===== src/rtl/booth_r4_seq_mul.sv =====
// Iterative 32x32 radix-4 Booth multiplier controller: drives one Booth digit per cycle into an
// external 34-bit partial-product generator and accumulates the results into a 64-bit product.
module booth_r4_seq_mul (
    input  logic        clk,
    input  logic        rst_n,
    input  logic        in_valid,
    output logic        in_ready,
    input  logic [31:0] mulcand,
    input  logic [31:0] mulplier,
    input  logic        sign,
    output logic        out_valid,
    input  logic        out_ready,
    output logic [63:0] product,
    output logic [31:0] ppg_mulcand,
    output logic [2:0]  ppg_r4input,
    output logic        ppg_sign,
    input  logic [33:0] ppg_pp
);

    localparam logic [1:0] IDLE = 2'd0;
    localparam logic [1:0] RUN  = 2'd1;
    localparam logic [1:0] DONE = 2'd2;

    logic [1:0]  state_q, state_d;
    logic [65:0] acc_q, acc_d;
    logic [4:0]  count_q, count_d;
    logic [34:0] y_q, y_d;
    logic [31:0] mcand_q, mcand_d;
    logic        sign_q, sign_d;

    logic        ext;
    logic        last_iter;
    logic [5:0]  shamt;
    logic [65:0] pp_term;
    logic [65:0] corr_term;

    assign ext       = sign & mulplier[31];
    assign last_iter = (count_q == (sign_q ? 5'd15 : 5'd16));
    assign shamt     = {count_q, 1'b0};

    // Negative digits arrive as one's complement; the +1 correction lands at the same weight.
    assign pp_term   = {{32{ppg_pp[33]}}, ppg_pp} << shamt;
    assign corr_term = 66'(ppg_r4input[2]) << shamt;

    assign in_ready  = (state_q == IDLE);
    assign out_valid = (state_q == DONE);
    assign product   = acc_q[63:0];

    // PPG is held at zero outside RUN so it does not toggle while idle.
    always_comb begin
        ppg_mulcand = '0;
        ppg_r4input = '0;
        ppg_sign    = 1'b0;
        if (state_q == RUN) begin
            ppg_mulcand = mcand_q;
            ppg_r4input = y_q[2:0];
            ppg_sign    = sign_q;
        end
    end

    always_comb begin
        // NOTE: every next-state signal gets a default first so no path leaves it unassigned (no latch).
        state_d = state_q;
        acc_d   = acc_q;
        count_d = count_q;
        y_d     = y_q;
        mcand_d = mcand_q;
        sign_d  = sign_q;
        case (state_q)
            IDLE: begin
                if (in_valid) begin
                    mcand_d = mulcand;
                    sign_d  = sign;
                    y_d     = {ext, ext, mulplier, 1'b0};
                    acc_d   = '0;
                    count_d = '0;
                    state_d = RUN;
                end
            end
            RUN: begin
                acc_d   = acc_q + pp_term + corr_term;
                y_d     = {{2{y_q[34]}}, y_q[34:2]};
                count_d = count_q + 5'd1;
                if (last_iter) state_d = DONE;
            end
            DONE: begin
                if (out_ready) state_d = IDLE;
            end
            default: state_d = IDLE;
        endcase
    end

    always_ff @(posedge clk or negedge rst_n) begin
        if (!rst_n) begin
            state_q <= IDLE;
            acc_q   <= '0;
            count_q <= '0;
            y_q     <= '0;
            mcand_q <= '0;
            sign_q  <= 1'b0;
        end else begin
            // NOTE: non-blocking assignments so every register samples pre-edge values.
            state_q <= state_d;
            acc_q   <= acc_d;
            count_q <= count_d;
            y_q     <= y_d;
            mcand_q <= mcand_d;
            sign_q  <= sign_d;
        end
    end

endmodule


===== config.mk =====
export PLATFORM = sky130hd
export DESIGN_NAME = booth_r4_seq_mul
export DESIGN_NICKNAME = d
export VERILOG_FILES = /design/src/rtl/booth_r4_seq_mul.sv
export SDC_FILE = /design/constraint.sdc
export NUM_CORES = 1
export LEC_CHECK = 0
export BUFFER_PORTS_ARGS = -buffer_cell sky130_fd_sc_hd__buf_4
export CAP_MARGIN = 20
export CORE_MARGIN = 3
export CORE_UTILIZATION = 45
export CTS_CLUSTER_SIZE = 12
export DETAILED_ROUTE_END_ITERATION = 10
export PLACE_DENSITY = 0.7
export REMOVE_ABC_BUFFERS = 1
export SKIP_CTS_REPAIR_TIMING = 1
export SLEW_MARGIN = 20
export SYNTH_ARGS = -nofsm -noshare
export SYNTH_HDL_FRONTEND = slang
export SYNTH_SLANG_ARGS = --single-unit

===== constraint.sdc =====
create_clock -name clk -period 6.7 [get_ports clk]
set_input_delay 0.335 -clock clk [delete_from_list [all_inputs] [get_ports clk]]
set_output_delay 0.335 -clock clk [all_outputs]
set_load 0.03 [all_outputs]

==> results.txt <==
The run finished with clean final reports. The wire length on met2 is 21,300 microns. The area share of the leading cell type in the synthesized netlist came out at 0.265. The routed layout has 13,051 vias. The number of sinks on the clock net is 139.

The count of pins on the block boundary is 205. Based on the critical path, the design can be clocked at up to 175 MHz. Of the synthesized area, sequential elements account for 0.265. The DRC marker count from the first detailed-route iteration came out at 1,306. The average instance area after synthesis is 7.72 sq um. The horizontal extent of the die is 177 microns. The die span in y came out at 177 microns.

The worst-case reg-to-reg path depth came out at 19. The average vias per placed instance came out at 5.86. The time the final worst path needs with I/O delays and setup is 5.72 ns. Clock latency on the worst-skew pair, taken at its later pin, is 0.45 ns. The tree is rooted in a clkbuf_16. The path category of the worst min-delay check is in2reg.

Counting both buffers and inverters, the worst setup path holds a total of 2. Setup repair after global routing left no endpoint under its margin. Wire segments on met3 add up to 3440 microns in the final route. The number of antenna violations at the first check in global routing is 0. Counting flops with a built-in enable in the synthesized netlist gives 0. The global route total overflow is 0. In this run, synthesis produced a sequential element count of 139. Of the cells placed in the final design, the portion with a size suffix greater than 1 is 0.167. Broken down by cell family, the worst path's largest delay share belongs to compound AO/OA/AOI/OAI gates. Summed over all failing endpoints, the final setup total negative slack is 0 ns. The final layout contains 2,065 nets. The headroom to the max-slew limit came out at 0.283.

The signal on the critical path passes through buf_4 > mux2i_1 > mux2i_1 > nand2_1 > nand2_1 > mux2i_1 > or2_2 > fa_1 > inv_1 > ha_1 > a21oi_1 > o21ai_0 > a221oi_1 > a31oi_1 > nor3_1 > o21ai_1 > a41oi_1 > xor2_1 > o21ai_0. The most used flip-flop cell after synthesis is dfrtp_1. The cell area after technology mapping came out at 0.0131 sq mm. The pin count of the biggest net entering global routing came out at 77.

The synthesized design spends more area on one cell type than any other, namely dfrtp_1. The total routed wirelength is 46,200 microns. By area the synthesized netlist is led by dfrtp_1 (27%), ha_1 (9.0%), nand2_1 (8.1%). Setup violations remaining at the end of the flow were counted as 0. The number of H-tree levels is 4.

The first detailed-routing pass ran for 5 iterations. The effective utilization at floorplan is 0.464. The critical path starts at count_q[0].

The overall global routing resource usage came out at 0.296. In the routed design, unresolved DRC markers number 0. The first global-routing pass estimated 72,300 microns of wire. The max-capacitance violation count came out at 0. The endpoint class of the critical path is a register. The utilization after layout is 0.549. The worst setup path is of the reg2reg kind. The core area is 0.0282 sq mm. The final hold violation count is 0. The area of combinational cells with multiple inputs came out at 0.00881 sq mm. TritonCTS built the clock tree. The critical path ends at acc_q[61]. The worst setup path is launched from a register. The largest single stage delay on the critical path is 0.81 ns.

0 antenna diodes ended up in the layout. The detailed-placement wirelength estimate came out at 35,300 microns. The sequential cell area is 0.00348 sq mm. The required time of the critical path is 7.00 ns. For the pin with the worst max-slew slack, the measured transition is 1.07 ns. Counting the fill cells in the layout gives 2,748. The post-detailed-route count of antenna-violating nets came out at 0. The area of the die came out at 0.0312 sq mm. The area growth from synthesis to layout is 18.2%. On the critical path, the stage with the largest delay is an instance of dfrtp_2. The wire length on met1 is 20,000 microns.

The warning count from the yosys run came out at 0. In this run the tool buffered the top-level ports with 204 buffer cells. Counting stages on the worst path, the most repeated cell is mux2i_1. The number of max-slew violations in the final report is 0.

Clock-pin slew was measured on the worst setup and hold paths at 0.09 ns. In this run the core area contains 61 standard-cell rows. After detailed routing, the average wire length per cell comes to 20.8 microns. The congestion estimate from routability-driven global placement came to 0.978.

The clock arrives with 0.0194 ns of skew. The origin of the critical flop-to-flop path is count_q[0]. Routed signal wires occupy layers up through met4. TritonCTS created 17 clock buffers. The proportion of synthesized flip-flops having asynchronous set or reset came out at 1.00. The critical path crosses 19 cells after its start point. In this run the worst path has a maximum fanout of 29. The number of buffers on the longest clock path came out at 2.

For flop-to-flop paths, the worst setup slack is 0.98 ns. The fraction of the cycle the final worst path needs is 0.854. The unique cell type count in the Yosys netlist came out at 78. The data arrival time at the worst-slack endpoint came out at 6.02 ns. The number of instances in the synthesized netlist came out at 1,698. The number of global-route vias before repair is 12,501. The capturing point of the worst reg2reg path is acc_q[61].
-- worst min path at each step --
stage	start	cells past startpoint	slack [ns]	end
3_3_place_gp	rst_n	1	0.38	state_q[1]
2_1_floorplan	rst_n	0	0.04	acc_q[0]
5_1_grt	mulcand[0]	3	0.07	mcand_q[0]
3_5_place_dp	rst_n	1	0.39	mcand_q[1]
4_1_cts	rst_n	1	-0.09	mcand_q[1]
6_report	mulcand[25]	3	0.07	mcand_q[25]
-- final cells by class --
type,instances,share of cell area
Multi-Input combinational cell,1340,0.569
Sequential cell,139,0.225
Timing Repair Buffer,222,0.109
Tap cell,378,0.0305
Inverter,115,0.0279
Clock buffer,17,0.0275
Clock inverter,15,0.0122
-- cell usage in the layout (no fill, tap or decap), types with 6 or more instances in the layout --
| cell | n |
|---|---|
| nand4_1 | 23 |
| and3_1 | 12 |
| nor2_1 | 173 |
| dfrtp_1 | 136 |
| nand2_1 | 280 |
| o22ai_1 | 54 |
| mux4_2 | 15 |
| a31oi_1 | 8 |
| a211oi_1 | 15 |
| mux2_2 | 7 |
| o21a_1 | 7 |
| nand2b_1 | 12 |
| clkinv_8 | 6 |
| nor2b_1 | 11 |
| or2_2 | 7 |
| inv_1 | 114 |
| and2_1 | 49 |
| mux2i_1 | 37 |
| clkbuf_16 | 17 |
| ha_1 | 94 |
| a21oi_1 | 137 |
| buf_4 | 219 |
| fa_1 | 33 |
| xor2_1 | 29 |
| xnor2_1 | 32 |
| nand3_1 | 50 |
| o21ai_0 | 103 |
| a21o_1 | 31 |
| nor3_1 | 18 |
| o21bai_1 | 13 |
-- cells by family (layout without fill, tap and decap cells) --
group / Yosys count / count (layout) / synth area share
compound gates: 434 / 434 / 0.205
simple gates: 658 / 658 / 0.222
fa+ha+maj: 127 / 127 / 0.140
xor+xnor: 61 / 61 / 0.0408
buf+inv: 219 / 369 / 0.0646
flops: 139 / 139 / 0.265
mux: 60 / 60 / 0.0620
-- per-layer routing --
layer / vias to the layer above / global-route usage
li1: 6175 / -
met1: 6234 / 0.406
met2: 548 / 0.475
met3: 94 / 0.0530
met4: 0 / 0.0949
met5: - / 0
-- sequential cells by signal, summed over array words and instances (netlist names) --
signal,cells
acc_q,64
y_q,35
mcand_q,32
count_q,5
state_q,2
sign_q,1
-- stage by stage --
stage | std cells | cell area [sq um] | hold WS [ns] | setup slack (ns)
after CTS | 2225 | 15500 | -0.0871 | 1.09
after global routing | 2226 | 15500 | 0.0718 | 0.591
after detailed placement | 2193 | 14900 | 0.389 | 1.13
after global placement | 2192 | 14900 | 0.385 | 1.22
after floorplan | 1594 | 12700 | 0.0394 | 1.31
final | 2226 | 15500 | 0.0726 | 0.981
-- worst reg2reg max path, stage by stage (launching register included) --
cell	delay, ns
dfrtp_2	0.81
buf_4	0.44
mux2i_1	0.19
mux2i_1	0.31
nand2_1	0.10
nand2_1	0.17
mux2i_1	0.11
or2_2	0.35
fa_1	0.53
inv_1	0.07
ha_1	0.37
a21oi_1	0.27
o21ai_0	0.15
a221oi_1	0.45
a31oi_1	0.26
nor3_1	0.35
o21ai_1	0.16
a41oi_1	0.26
xor2_1	0.16
o21ai_0	0.08
-- synth_stat cells, types with 4 or more instances --
cell,number
nor3_1,18
nand2b_1,13
mux2_2,7
a31oi_1,8
o21ai_1,5
nand3_1,50
mux4_2,15
nand2_1,282
a311oi_1,5
inv_1,114
o211ai_1,5
mux2i_1,37
nor2b_1,12
buf_1,8
xor2_1,29
dfrtp_1,139
and2_1,48
a21o_1,31
nand4_1,23
xnor2_1,32
or2_2,7
o21bai_1,13
a21oi_1,137
o21ai_0,103
a22o_1,4
and3_1,12
nor4_1,4
ha_1,94
o21a_1,7
buf_2,11
fa_1,33
nor2_1,174
o22ai_1,54
clkbuf_1,83
a211oi_1,15
Power is not shown: default switching activity piles up to over one toggle a cycle in this logic, so the estimate is an artifact.
